`config.mk`:
```
export PLATFORM = sky130hd
export DESIGN_NAME = exmem_stage_flat
export DESIGN_NICKNAME = d
export VERILOG_FILES = /design/src/rtl/cpu_types_pkg.sv /design/src/rtl/exmem_if.sv /design/src/rtl/link_reg.sv /design/src/rtl/exmem_stage.sv /design/src/flat_wrapper.sv
export SDC_FILE = /design/constraint.sdc
export NUM_CORES = 1
export LEC_CHECK = 0
export ABC_AREA = 1
export CAP_MARGIN = 15
export CORE_AREA = 2 2 158 160
export DETAILED_ROUTE_END_ITERATION = 10
export DIE_AREA = 0 0 160 162
export PLACE_DENSITY = 0.58
export SETUP_SLACK_MARGIN = 0.5
export SLEW_MARGIN = 0
export SYNTH_ARGS = -nofsm -noshare
export SYNTH_HDL_FRONTEND = slang
export SYNTH_HIERARCHICAL = 1
export SYNTH_SLANG_ARGS = --single-unit
```
`constraint.sdc`:
```
create_clock -name CLK -period 1.7 [get_ports CLK]
set_input_delay 0.17 -clock CLK [delete_from_list [all_inputs] [get_ports CLK]]
set_output_delay 0.17 -clock CLK [all_outputs]
set_load 0.01 [all_outputs]
```
`src/rtl/cpu_types_pkg.sv`:
```
// Shared CPU types for the pipeline latches: datapath word, MEMctrl bit
// positions and the EX/MEM access sequencer states.
package cpu_types_pkg;

    typedef logic [31:0] word_t;

    localparam int unsigned MEM_REN = 0;
    localparam int unsigned MEM_WEN = 1;

    typedef enum logic [1:0] {
        IDLE,
        ACCESS,
        DONE
    } exmem_state_t;

endpackage

```
`src/rtl/exmem_if.sv`:
```
// EX/MEM boundary bundle: upstream latch inputs, dcache request/response,
// snoop invalidate and the latched outputs toward WB.
interface exmem_if #(
    parameter int unsigned WB_W   = 4,
    parameter int unsigned MEM_W  = 2,
    parameter int unsigned WORD_W = 32
);
    logic              ihit;
    logic              flush_EXMEM;
    logic [WORD_W-1:0] aluout_in;
    logic [WORD_W-1:0] rdat2_in;
    logic [WORD_W-1:0] npc_in;
    logic [WORD_W-1:0] instr_in;
    logic [WB_W-1:0]   WBctrl_in;
    logic [MEM_W-1:0]  MEMctrl_in;
    logic              datomic_in;
    logic              dhit;
    logic [WORD_W-1:0] dmemload;
    logic              ccinv;
    logic [WORD_W-1:0] ccsnoopaddr;
    logic              dmemREN;
    logic              dmemWEN;
    logic [WORD_W-1:0] dmemaddr;
    logic [WORD_W-1:0] dmemstore;
    logic              mem_stall;
    logic [WORD_W-1:0] aluout_out;
    logic [WORD_W-1:0] npc_out;
    logic [WORD_W-1:0] instr_out;
    logic [WB_W-1:0]   WBctrl_out;
    logic [WORD_W-1:0] dload_out;

    modport slave (
        input  ihit, flush_EXMEM, aluout_in, rdat2_in, npc_in, instr_in,
               WBctrl_in, MEMctrl_in, datomic_in, dhit, dmemload, ccinv, ccsnoopaddr,
        output dmemREN, dmemWEN, dmemaddr, dmemstore, mem_stall,
               aluout_out, npc_out, instr_out, WBctrl_out, dload_out
    );

    modport master (
        output ihit, flush_EXMEM, aluout_in, rdat2_in, npc_in, instr_in,
               WBctrl_in, MEMctrl_in, datomic_in, dhit, dmemload, ccinv, ccsnoopaddr,
        input  dmemREN, dmemWEN, dmemaddr, dmemstore, mem_stall,
               aluout_out, npc_out, instr_out, WBctrl_out, dload_out
    );

endinterface

```
`src/rtl/link_reg.sv`:
```
// LL/SC link register: holds the reserved address, drops it on matching
// snoops or stores, and reports whether an incoming SC may proceed.
module link_reg #(
    parameter int unsigned WORD_W = 32
) (
    input  logic              CLK,
    input  logic              nRST,
    input  logic              ll_set,
    input  logic              st_done,
    input  logic              sc_take,
    input  logic [WORD_W-1:0] mem_addr,
    input  logic [WORD_W-1:0] sc_addr,
    input  logic              snoop_inv,
    input  logic [WORD_W-1:0] snoop_addr,
    output logic              sc_ok
);

    logic              valid_q, valid_d;
    logic [WORD_W-1:0] addr_q, addr_d;
    logic              snoop_hit;

    always_comb begin
        snoop_hit = snoop_inv && (snoop_addr == addr_q);
        sc_ok     = valid_q && (addr_q == sc_addr) && !snoop_hit;
        valid_d   = valid_q;
        addr_d    = addr_q;
        if (snoop_hit || sc_take || (st_done && (mem_addr == addr_q))) begin
            valid_d = 1'b0;
        end
        // A completing LL overrides any same-cycle invalidation.
        if (ll_set) begin
            valid_d = 1'b1;
            addr_d  = mem_addr;
        end
    end

    always_ff @(posedge CLK) begin
        if (!nRST) begin
            valid_q <= 1'b0;
            addr_q  <= '0;
        end else begin
            valid_q <= valid_d;
            addr_q  <= addr_d;
        end
    end

endmodule

```
`src/rtl/exmem_stage.sv`:
```
// EX/MEM pipeline latch and single data-memory access sequencer.
// Define EXMEM_ATOMIC_EN to build the LL/SC link register.
module exmem_stage
    import cpu_types_pkg::*;
#(
    parameter int unsigned WB_W   = 4,
    parameter int unsigned MEM_W  = 2,
    parameter int unsigned WORD_W = 32
) (
    input logic    CLK,
    input logic    nRST,
    exmem_if.slave bus
);

    exmem_state_t      state_q, state_d;
    logic [WORD_W-1:0] aluout_q, aluout_d, rdat2_q, rdat2_d, npc_q, npc_d;
    logic [WORD_W-1:0] instr_q, instr_d, dload_q, dload_d;
    logic [WB_W-1:0]   wbctrl_q, wbctrl_d;
    logic [MEM_W-1:0]  memctrl_q, memctrl_d;
    logic              datomic_q, datomic_d;
    logic              stall, load, acc_hit, rd_q, wr_q, rd_in, wr_in;
    logic              sc_in, sc_q, sc_ok;

    assign stall   = (state_q == ACCESS);
    assign load    = bus.ihit && !stall;
    assign acc_hit = stall && bus.dhit;
    // Both request bits set is a write, so a read only counts with write clear.
    assign wr_q    = memctrl_q[MEM_WEN];
    assign rd_q    = memctrl_q[MEM_REN] && !wr_q;
    assign wr_in   = bus.MEMctrl_in[MEM_WEN];
    assign rd_in   = bus.MEMctrl_in[MEM_REN];

`ifdef EXMEM_ATOMIC_EN
    logic ll_q, sc_take;
    assign sc_in   = bus.datomic_in && wr_in;
    assign sc_q    = datomic_q && wr_q;
    assign ll_q    = datomic_q && rd_q;
    assign sc_take = load && !bus.flush_EXMEM && sc_in && sc_ok;

    link_reg #(.WORD_W(WORD_W)) u_link_reg (
        .CLK        (CLK),
        .nRST       (nRST),
        .ll_set     (acc_hit && ll_q),
        .st_done    (acc_hit && wr_q && !sc_q),
        .sc_take    (sc_take),
        .mem_addr   (aluout_q),
        .sc_addr    (bus.aluout_in),
        .snoop_inv  (bus.ccinv),
        .snoop_addr (bus.ccsnoopaddr),
        .sc_ok      (sc_ok)
    );
`else
    logic unused_atomic;
    assign sc_in         = 1'b0;
    assign sc_q          = 1'b0;
    assign sc_ok         = 1'b0;
    assign unused_atomic = ^{datomic_q, bus.ccinv, bus.ccsnoopaddr};
`endif

    always_comb begin
        state_d   = state_q;
        aluout_d  = aluout_q;
        rdat2_d   = rdat2_q;
        npc_d     = npc_q;
        instr_d   = instr_q;
        dload_d   = dload_q;
        wbctrl_d  = wbctrl_q;
        memctrl_d = memctrl_q;
        datomic_d = datomic_q;
        if (stall) begin
            if (bus.dhit) begin
                state_d = DONE;
                if (rd_q) begin
                    dload_d = bus.dmemload;
                end else if (sc_q) begin
                    dload_d = WORD_W'(1);
                end
            end
        end else if (load) begin
            if (bus.flush_EXMEM) begin
                aluout_d  = '0;
                rdat2_d   = '0;
                npc_d     = '0;
                instr_d   = '0;
                dload_d   = '0;
                wbctrl_d  = '0;
                memctrl_d = '0;
                datomic_d = 1'b0;
                state_d   = IDLE;
            end else begin
                aluout_d  = bus.aluout_in;
                rdat2_d   = bus.rdat2_in;
                npc_d     = bus.npc_in;
                instr_d   = bus.instr_in;
                dload_d   = '0;
                wbctrl_d  = bus.WBctrl_in;
                memctrl_d = bus.MEMctrl_in;
                datomic_d = bus.datomic_in;
                // A failing SC never touches the cache; its result is already 0.
                if (sc_in && !sc_ok) begin
                    state_d = DONE;
                end else if (rd_in || wr_in) begin
                    state_d = ACCESS;
                end else begin
                    state_d = IDLE;
                end
            end
        end else begin
            state_d = IDLE;
        end
    end

    always_ff @(posedge CLK) begin
        if (!nRST) begin
            state_q   <= IDLE;
            aluout_q  <= '0;
            rdat2_q   <= '0;
            npc_q     <= '0;
            instr_q   <= '0;
            dload_q   <= '0;
            wbctrl_q  <= '0;
            memctrl_q <= '0;
            datomic_q <= 1'b0;
        end else begin
            state_q   <= state_d;
            aluout_q  <= aluout_d;
            rdat2_q   <= rdat2_d;
            npc_q     <= npc_d;
            instr_q   <= instr_d;
            dload_q   <= dload_d;
            wbctrl_q  <= wbctrl_d;
            memctrl_q <= memctrl_d;
            datomic_q <= datomic_d;
        end
    end

    assign bus.mem_stall  = stall;
    assign bus.dmemREN    = stall && rd_q;
    assign bus.dmemWEN    = stall && wr_q;
    assign bus.dmemaddr   = aluout_q;
    assign bus.dmemstore  = rdat2_q;
    assign bus.aluout_out = aluout_q;
    assign bus.npc_out    = npc_q;
    assign bus.instr_out  = instr_q;
    assign bus.WBctrl_out = wbctrl_q;
    assign bus.dload_out  = dload_q;

endmodule

```
`src/flat_wrapper.sv`:
```
// flat-port wrapper written by rule: the top's interface ports become plain ports
module exmem_stage_flat import cpu_types_pkg::*;
#(
    parameter int unsigned WB_W   = 4,
    parameter int unsigned MEM_W  = 2,
    parameter int unsigned WORD_W = 32
)
  (CLK, nRST, bus_ihit, bus_flush_EXMEM, bus_aluout_in, bus_rdat2_in, bus_npc_in, bus_instr_in, bus_WBctrl_in, bus_MEMctrl_in, bus_datomic_in, bus_dhit, bus_dmemload, bus_ccinv, bus_ccsnoopaddr, bus_dmemREN, bus_dmemWEN, bus_dmemaddr, bus_dmemstore, bus_mem_stall, bus_aluout_out, bus_npc_out, bus_instr_out, bus_WBctrl_out, bus_dload_out);
  exmem_if #(.WB_W(WB_W), .MEM_W(MEM_W), .WORD_W(WORD_W)) bus_i ();
  input logic CLK;
  input logic nRST;
  input wire logic [$bits(bus_i.ihit)-1:0] bus_ihit;
  input wire logic [$bits(bus_i.flush_EXMEM)-1:0] bus_flush_EXMEM;
  input wire logic [$bits(bus_i.aluout_in)-1:0] bus_aluout_in;
  input wire logic [$bits(bus_i.rdat2_in)-1:0] bus_rdat2_in;
  input wire logic [$bits(bus_i.npc_in)-1:0] bus_npc_in;
  input wire logic [$bits(bus_i.instr_in)-1:0] bus_instr_in;
  input wire logic [$bits(bus_i.WBctrl_in)-1:0] bus_WBctrl_in;
  input wire logic [$bits(bus_i.MEMctrl_in)-1:0] bus_MEMctrl_in;
  input wire logic [$bits(bus_i.datomic_in)-1:0] bus_datomic_in;
  input wire logic [$bits(bus_i.dhit)-1:0] bus_dhit;
  input wire logic [$bits(bus_i.dmemload)-1:0] bus_dmemload;
  input wire logic [$bits(bus_i.ccinv)-1:0] bus_ccinv;
  input wire logic [$bits(bus_i.ccsnoopaddr)-1:0] bus_ccsnoopaddr;
  output wire logic [$bits(bus_i.dmemREN)-1:0] bus_dmemREN;
  output wire logic [$bits(bus_i.dmemWEN)-1:0] bus_dmemWEN;
  output wire logic [$bits(bus_i.dmemaddr)-1:0] bus_dmemaddr;
  output wire logic [$bits(bus_i.dmemstore)-1:0] bus_dmemstore;
  output wire logic [$bits(bus_i.mem_stall)-1:0] bus_mem_stall;
  output wire logic [$bits(bus_i.aluout_out)-1:0] bus_aluout_out;
  output wire logic [$bits(bus_i.npc_out)-1:0] bus_npc_out;
  output wire logic [$bits(bus_i.instr_out)-1:0] bus_instr_out;
  output wire logic [$bits(bus_i.WBctrl_out)-1:0] bus_WBctrl_out;
  output wire logic [$bits(bus_i.dload_out)-1:0] bus_dload_out;
  assign bus_i.ihit = bus_ihit;
  assign bus_i.flush_EXMEM = bus_flush_EXMEM;
  assign bus_i.aluout_in = bus_aluout_in;
  assign bus_i.rdat2_in = bus_rdat2_in;
  assign bus_i.npc_in = bus_npc_in;
  assign bus_i.instr_in = bus_instr_in;
  assign bus_i.WBctrl_in = bus_WBctrl_in;
  assign bus_i.MEMctrl_in = bus_MEMctrl_in;
  assign bus_i.datomic_in = bus_datomic_in;
  assign bus_i.dhit = bus_dhit;
  assign bus_i.dmemload = bus_dmemload;
  assign bus_i.ccinv = bus_ccinv;
  assign bus_i.ccsnoopaddr = bus_ccsnoopaddr;
  assign bus_dmemREN = bus_i.dmemREN;
  assign bus_dmemWEN = bus_i.dmemWEN;
  assign bus_dmemaddr = bus_i.dmemaddr;
  assign bus_dmemstore = bus_i.dmemstore;
  assign bus_mem_stall = bus_i.mem_stall;
  assign bus_aluout_out = bus_i.aluout_out;
  assign bus_npc_out = bus_i.npc_out;
  assign bus_instr_out = bus_i.instr_out;
  assign bus_WBctrl_out = bus_i.WBctrl_out;
  assign bus_dload_out = bus_i.dload_out;
  exmem_stage #(.WB_W(WB_W), .MEM_W(MEM_W), .WORD_W(WORD_W)) u_core (.CLK(CLK), .nRST(nRST), .bus(bus_i));
endmodule
```
* Yosys cells after proc, flatten, opt, wreduce, memory -nomap -nowiden
Index checks and enable logic that the tools add are counted.
Word-level totals: output and inout bits 199, bits in registers 168, logic and storage cells 37, input bits 205
Cells by class: equality and inequality tests 3, bitwise operators 1, mux-type cells 15, reduce and logical (&&, ||, !) cells 10
Operator list (count):
- $mux 32 | 8
- $mux 2 | 5
- $logic_and 1x1->1 | 4
- $mux 4 | 1
- $ne 2x2->1 const B | 2
- $reduce_and 3->1 | 1
- $eq 2x1->1 const B | 1
- $logic_not 1->1 | 2
- $reduce_and 2->1 | 1
- $reduce_bool 2->1 | 1
- $logic_or 1x1->1 | 1
- $mux 1 | 1
- $not 1->1 | 1

* Logic depth before layout (Yosys ltp)
depth after elaboration 5, depth in mapped cells 9, depth with buffers taken out 7

* Worst setup path before layout
No wires, ideal clock.
path type reg-to-reg, start reg u_core.state_q[0], end reg u_core.dload_q[10], in the netlist u_core/bus.dload_out[10], buffers on the path 2, library setup time 113 ps, stages on the path, launching flop included 10, slack 373 ps, arrival time 1215 ps, cells stage by stage dfxtp_1 -> buf_4 -> inv_2 -> nor2_1 -> nand2_1 -> nand3_1 -> buf_2 -> nand2_1 -> nand2_1 -> nor2_1
On the way: word-level cells in the longest chain between the ends 5, elaborated cells on any way between the ends 8, those cells by class eq/ne (3); mux (1); reduce/logical (4)
Ends and longest elaborated chain:
- start: declaration | RTL line exmem_stage.sv:15 | exmem_state_t state_q, state_d;
- start signal: assignment | RTL line exmem_stage.sv:125 | state_q <= state_d;
- $eq 2x1->1 * | RTL line exmem_stage.sv:24 | assign stall = (state_q == ACCESS);
- named net bus_mem_stall | RTL line flat_wrapper.sv:29 | output wire logic [$bits(bus_i.mem_stall)-1:0] bus_mem_stall;
- $logic_not 1->1 | RTL line exmem_stage.sv:25 | assign load = bus.ihit && !stall;
- $logic_and 1x1->1 | RTL line exmem_stage.sv:25
- $reduce_bool 2->1 (no source line)
- $reduce_and 3->1 (no source line)
- end signal: assignment | RTL line exmem_stage.sv:130 | dload_q <= dload_d;
- end: declaration | RTL line exmem_stage.sv:17 | logic [WORD_W-1:0] instr_q, instr_d, dload_q, dload_d;
The timed path passes the listed nets; every way through them passes the cells marked *. A chain may end at the register's enable or synchronous reset.

* Worst setup path in the final report
start reg u_core.state_q[1], end reg u_core.aluout_q[3], in the netlist u_core/bus.aluout_out[3]
On the way: word-level cells in the longest chain between the ends 4, elaborated cells on any way between the ends 5, those cells by class eq/ne (1); bitwise (1); reduce/logical (3)
Ends and longest elaborated chain:
- $eq 2x1->1 * | RTL line exmem_stage.sv:24
- $logic_not 1->1 | RTL line exmem_stage.sv:25
- $logic_and 1x1->1 | RTL line exmem_stage.sv:25
- $reduce_and 2->1 (no source line) *
- end signal: assignment | RTL line exmem_stage.sv:126 | aluout_q <= aluout_d;
- end: declaration | RTL line exmem_stage.sv:16 | logic [WORD_W-1:0] aluout_q, aluout_d, rdat2_q, rdat2_d, npc_q, npc_d;
Mark *: on every way between the ends. The rest lies on a longest branch, timed or not.

==> impl_metrics.ini <==
[worst_setup_path]
setup.worst_path.end_class = register
path_class = reg -> reg
critPathLaunch = u_core/state_q[1]
required_ns = 2.06
r2r_start = u_core/state_q[1]
cp_slowest_cell = dfxtp_2
critPathArrivalTime_ns = 1.76
cp-endpoint = u_core/bus.aluout_out[3]
worstReg2RegEnd = u_core/bus.aluout_out[3]
cp_common_cell = buf_12
r2r_slack_ns = 0.30
crit_path_max_incr_delay_ns = 0.35
start_kind = register
ff2ff_path_depth = 10
cp_max_fo = 7
worstPathCellList = inv_4 > nand2_8 > nand2_8 > nor2_4 > buf_12 > buf_12 > buf_12 > clkbuf_16 > nand2_1 > a21oi_1

[synthesis]
synthFlopType = dfxtp_1
synth-edff-count = 0
yosysSeqAreaShare_pct = 51.45
postSynthAreaPerCell_um2 = 7.386
synth.net_count = 1090
yosys_warnings = 6
yosysUniqueCellTypes = 17
synthArstFlopShare_pct = 0
synth_seq_cells = 168
syn_area_um2 = 6536
synth_cells = 885

[timing]
hold_violations = 0
worstMarginPinSlew_ns = 0.4918
period_share_pct = 82.53
layout_setup_ws_ns = 0.2970
timing.slew.headroom_pct = 67.22
skew_ns = 0.01307
rsz0062_at_grt = true
final.setup.tns_ns = 0
slew_violations = 0
period_minus_slack_ns = 1.403
finalSetupViolCount = 0
fmax_mhz = 712.7
whs_ns = 0.2735

[floorplanning]
core_um2 = 24110
die_y_um = 162
rows = 57
start_util_pct = 27.12
io_pins = 404
die-area_um2 = 25920
chipWidth_um = 160

[power_and_ir_drop]
combPwrFrac_pct = 19.0
seqPwrFrac_pct = 41.9
p_sw_mw = 2.816
peakVddDrop_mv = 0.5248
p_sw_share_pct = 27.85
powerDensity_nw_per_um2 = 896.0
power_frac_clock_pct = 39.2
cellLeakagePower_nw = 4.989
p_int_mw = 7.296

[route]
via_count = 6879
initialDrtViolationCount = 324
finalWirelength_um = 26410
drt_first_pass_iters = 6
drc = 0
antenna_left = 0
wl_per_cell_um = 16.58
vias_per_cell = 4.318

[clock_network]
clk_latency_ns = 0.43
cts_buffer_depth = 2
h-tree-depth = 4
root_buffer = clkbuf_16
path_clk_slew_ns = 0.07
tritoncts = yes
cts_buffers = 17
cts.sinks = 168
cts_hold_buf = 0

[grt]
grt_pass1_vias = 6404
grt_max_degree = 55
grt_pass1_wl_um = 37350
grt_usage_pct = 18.64
globalRouteOverflowTotal = 0
antenna_found_initial = 1

[final_layout]
diodes = 0
fin_nets = 1461
drive_gt1_share_pct = 30.65
fill_cells = 2500
postLayoutCoreUtil_pct = 46.82
syn_to_final_growth_pct = 72.68

[hold_path]
min-delay-path-class = in -> reg
hp-start = bus_aluout_in[15]

[job]
cap_violations = 0

[place]
pre_cts_ws_ns = 0.05986
dp_hpwl_um = 15800
io_buffers = 369
gp_congestion = 0.7720

[outcome]
outcome = finished clean
==> routing by layer <==
layer | vias to the layer above | routed length [um] | track usage (%)
met4 | 2 | 401 | 5.897
met1 | 3134 | 11220 | 22.62
met2 | 215 | 13190 | 31.68
met5 | - | 13 | 0
li1 | 3498 | - | -
met3 | 30 | 1590 | 5.746
==> layout make-up <==
cell class              instances  area [um2]  share of cell area (%)
repair buffers                443        3999                   35.43
flip-flops and latches        168        3388                   30.02
multi-input cells             580        2733                   24.21
clock buffers                  20       456.7                   4.046
well taps                     324       405.4                   3.592
inverters                      46       177.7                   1.574
clock inverters                12       127.6                   1.131
==> synthesized netlist by cell type (2+ instances only) <==
cell,n,area [um2]
nand2_1,325,1220
dfxtp_1,168,3363
a21oi_1,125,625.6
nor2_1,89,334.1
inv_1,43,161.4
buf_4,33,247.7
buf_2,21,105.1
clkbuf_1,20,75.07
nand3_1,15,75.07
nand4_1,12,75.07
a21oi_2,10,87.58
buf_1,10,37.54
buf_6,7,78.83
inv_2,3,11.26
nand2_4,2,22.52
==> power by group through the flow <==
stage	registers [mW]	clock network, mW	logic [mW]
after global routing	4.26	4.25	2.08
after detailed placement	4.32	0	1.68
after CTS	4.23	4.07	1.78
after global placement	4.32	0	1.68
after floorplan	4.40	0	0.604
final	4.23	3.96	1.92
==> worst min path at each step <==
stage / end / cells after the start
detailed placement: u_core/bus.instr_out[3] / 2
CTS: u_core/bus.dmemstore[27] / 3
global route: u_core/bus.WBctrl_out[0] / 3
finish: u_core/bus.aluout_out[15] / 3
global placement: u_core/bus.instr_out[6] / 2
floorplan: u_core/state_q[1] / 2
==> sequential cells by signal, indices dropped and copies added, names as in the netlist <==
| signal | flops |
|---|---|
| u_core/bus.instr_out | 32 |
| u_core/memctrl_q | 2 |
| u_core/state_q | 2 |
| u_core/bus.aluout_out | 32 |
| u_core/bus.npc_out | 32 |
| u_core/bus.WBctrl_out | 4 |
| u_core/bus.dmemstore | 32 |
| u_core/bus.dload_out | 32 |
==> through the flow <==
step,instances,area (um2),power (mW)
after floorplan,885,6561,5.005
after global placement,1510,10440,5.998
after detailed placement,1510,10440,6.006
after CTS,1573,11350,10.08
after global routing,1593,11290,10.58
final,1593,11290,10.11
==> cells in the final DEF (no fill, tap or decap), drive strengths merged, types with 3 or more instances in the layout <==
| cell | Yosys | final |
|---|---|---|
| a21oi | 135 | 135 |
| buf | 71 | 91 |
| clkinvlp | 0 | 3 |
| clkdlybuf4s50 | 0 | 170 |
| inv | 46 | 53 |
| dfxtp | 168 | 168 |
| nand3 | 15 | 15 |
| nand2 | 327 | 327 |
| nor2 | 90 | 90 |
| clkbuf | 20 | 202 |
| nand4 | 12 | 12 |
==> logic make-up after synthesis <==
logic type      after synthesis  synth area share [%]
compound gates              135                 10.91
buf+inv                     137                 10.97
flops                       168                 51.45
simple gates                445                 26.67
==> worst max-delay path, delay by kind of cell, from the launching register on <==
family / cells / cell delay, ns
simple gates: 4 / 0.28
buf+inv: 5 / 0.57
flops: 1 / 0.35
compound gates: 1 / 0.11
==> timing repair <==
item                       in CTS  in global routing
setup endpoints to repair     365                350
pin swaps                       3                 15
buffers inserted               20                  4
gates cloned                   11                 16
resized for setup             308                427
Note: power is estimated with default switching activity, not from simulation.
==> edit (same flow settings) <==
Reset style: asynchronous (`nRST`), changed in one clocked block.
--- a/src/rtl/exmem_stage.sv
+++ b/src/rtl/exmem_stage.sv
@@ -110,7 +110,7 @@
         end
     end
 
-    always_ff @(posedge CLK) begin
+    always_ff @(posedge CLK or negedge nRST) begin
         if (!nRST) begin
             state_q   <= IDLE;
             aluout_q  <= '0;
Behaviour: differs if nRST is asserted again (counterexample within 4 cycles, from zero or initial values and one cycle with nRST low); with nRST held inactive, the same outputs for 4 cycles.
==> edit against the unedited design <==
  * Power rose by 12%
  * Utilization is 2.0 points higher
  * Routed wire length decreased by 0.99%
  * Highest routed layer is now met4
  * Design area grew 4.4%
  * Sequential power up 11%
  * Sequential share of layout area increased by 5.7 points
  * Cell count fell by 5.9%
  * Worst setup slack got worse by 0.027 ns
  * Sequential cell count unchanged
  * Die area is the same
  * Via count fell by 6.6%
  * Area after synthesis grew 2.0%
==> edit: results (changes against the unedited design) <==
Status: complete, no violations
Uppermost layer routed: met4
Multi-input gate count: 510 (-12%)
Post-synth ARST share: 100.0% (+100 points)
Critical R2R Launch: u_core/state_q[1]
WL met1: 11,410 µm (+1.7%)
Sequential fraction of total cell area: 35.69% (+5.7 points)
M1 GR Usage: 21.74% (-0.89 points)
Synth Flop Type: dfrtp_1
Cell count after synthesis: 758 (-14%)
WL met2: 12,640 µm (-4.1%)
Vias in the first global route: 6,114 (-4.5%)
GPL Wtd Cong: 0.7809 (+1.2%)
Slew @ Worst Pin: 0.4427 ns (-0.04909 ns)
M2 GR Usage: 29.18% (-2.5 points)
Gr usage total: 17.36% (-1.3 points)
Synth cell count leaders: nand2_1 (464), dfrtp_1 (168), buf_4 (39)
Crit path max fanout: 2 (-5)
Post-Route Utilization: 48.87% (+2.0 points)
Buffers, non-clock: 455 (+2.7%)
Final HPWL from detailed placement: 15,420 µm (-2.4%)
Per-cell routed wire length: 17.44 µm (+5.2%)
FF-to-FF path depth: 9 (-1)
Inverters: 10 (-78%)
Fraction of area in multi-input gates: 20.76% (-3.4 points)
Syn_nets: 963 (-12%)
Non-clock buffer share: 35.05% (-0.38 points)
ClkCell Share: 4.716% (-0.46 points)
R2r endpoint: u_core/bus.npc_out[31]
First-pass GRT wire length: 35,150 µm (-5.9%)
Fin Hold WS: 0.2523 ns (-0.02122 ns)
Total length of routed met3 wires: 1606 µm (+1.0%)
Leak pwr: 0.006610 µW (+32%)
CP arrival: 1.26 ns (-0.50 ns)
Largest net degree at the start of global routing: 88 (+60%)
Met3 track demand over resource: 4.622% (-1.1 points)
Final setup margin: 0.2696 ns (-0.02735 ns)
Final-layout fill cell count: 2,336 (-6.6%)
Vias per cell: 4.285 (-0.77%)
Area contributors post-synth: dfrtp_1 (63%), nand2_1 (26%), buf_4 (4.4%)
-- edit: changes by cell type after synthesis, sizes merged, moves of 12 or more --
cell	unedited run	this run
nand2	327	466
nand4	12	0
dfxtp	168	0
nand3	15	33
a21oi	135	0
nor2	90	7
inv	46	10
dfrtp	0	168
clkbuf	20	4
-- edit: timing repair --
action / 4_1_cts / 5_1_grt
buffers inserted: 31 / 9
hold buffers: 1 / 0
endpoints found under the hold margin: 31 / 0
endpoints found under the setup margin: 366 / 179
cloned: 4 / 23
pin swaps: 1 / 37
resized for setup: 827 / 163
-- edit: power breakdown --
group | switching (µW) | leakage, µW | internal (µW)
Combinational | 1430 | 0.00412 | 1440
Sequential | 243 | 0.00222 | 4430
Clock | 1800 | 0.000270 | 1960
-- edit: worst max-delay path: stages (launching register included) --
cell and delay, ns:
dfrtp_1 0.38, nor2_1 0.18, nand2_1 0.12, inv_2 0.07, buf_6 0.10
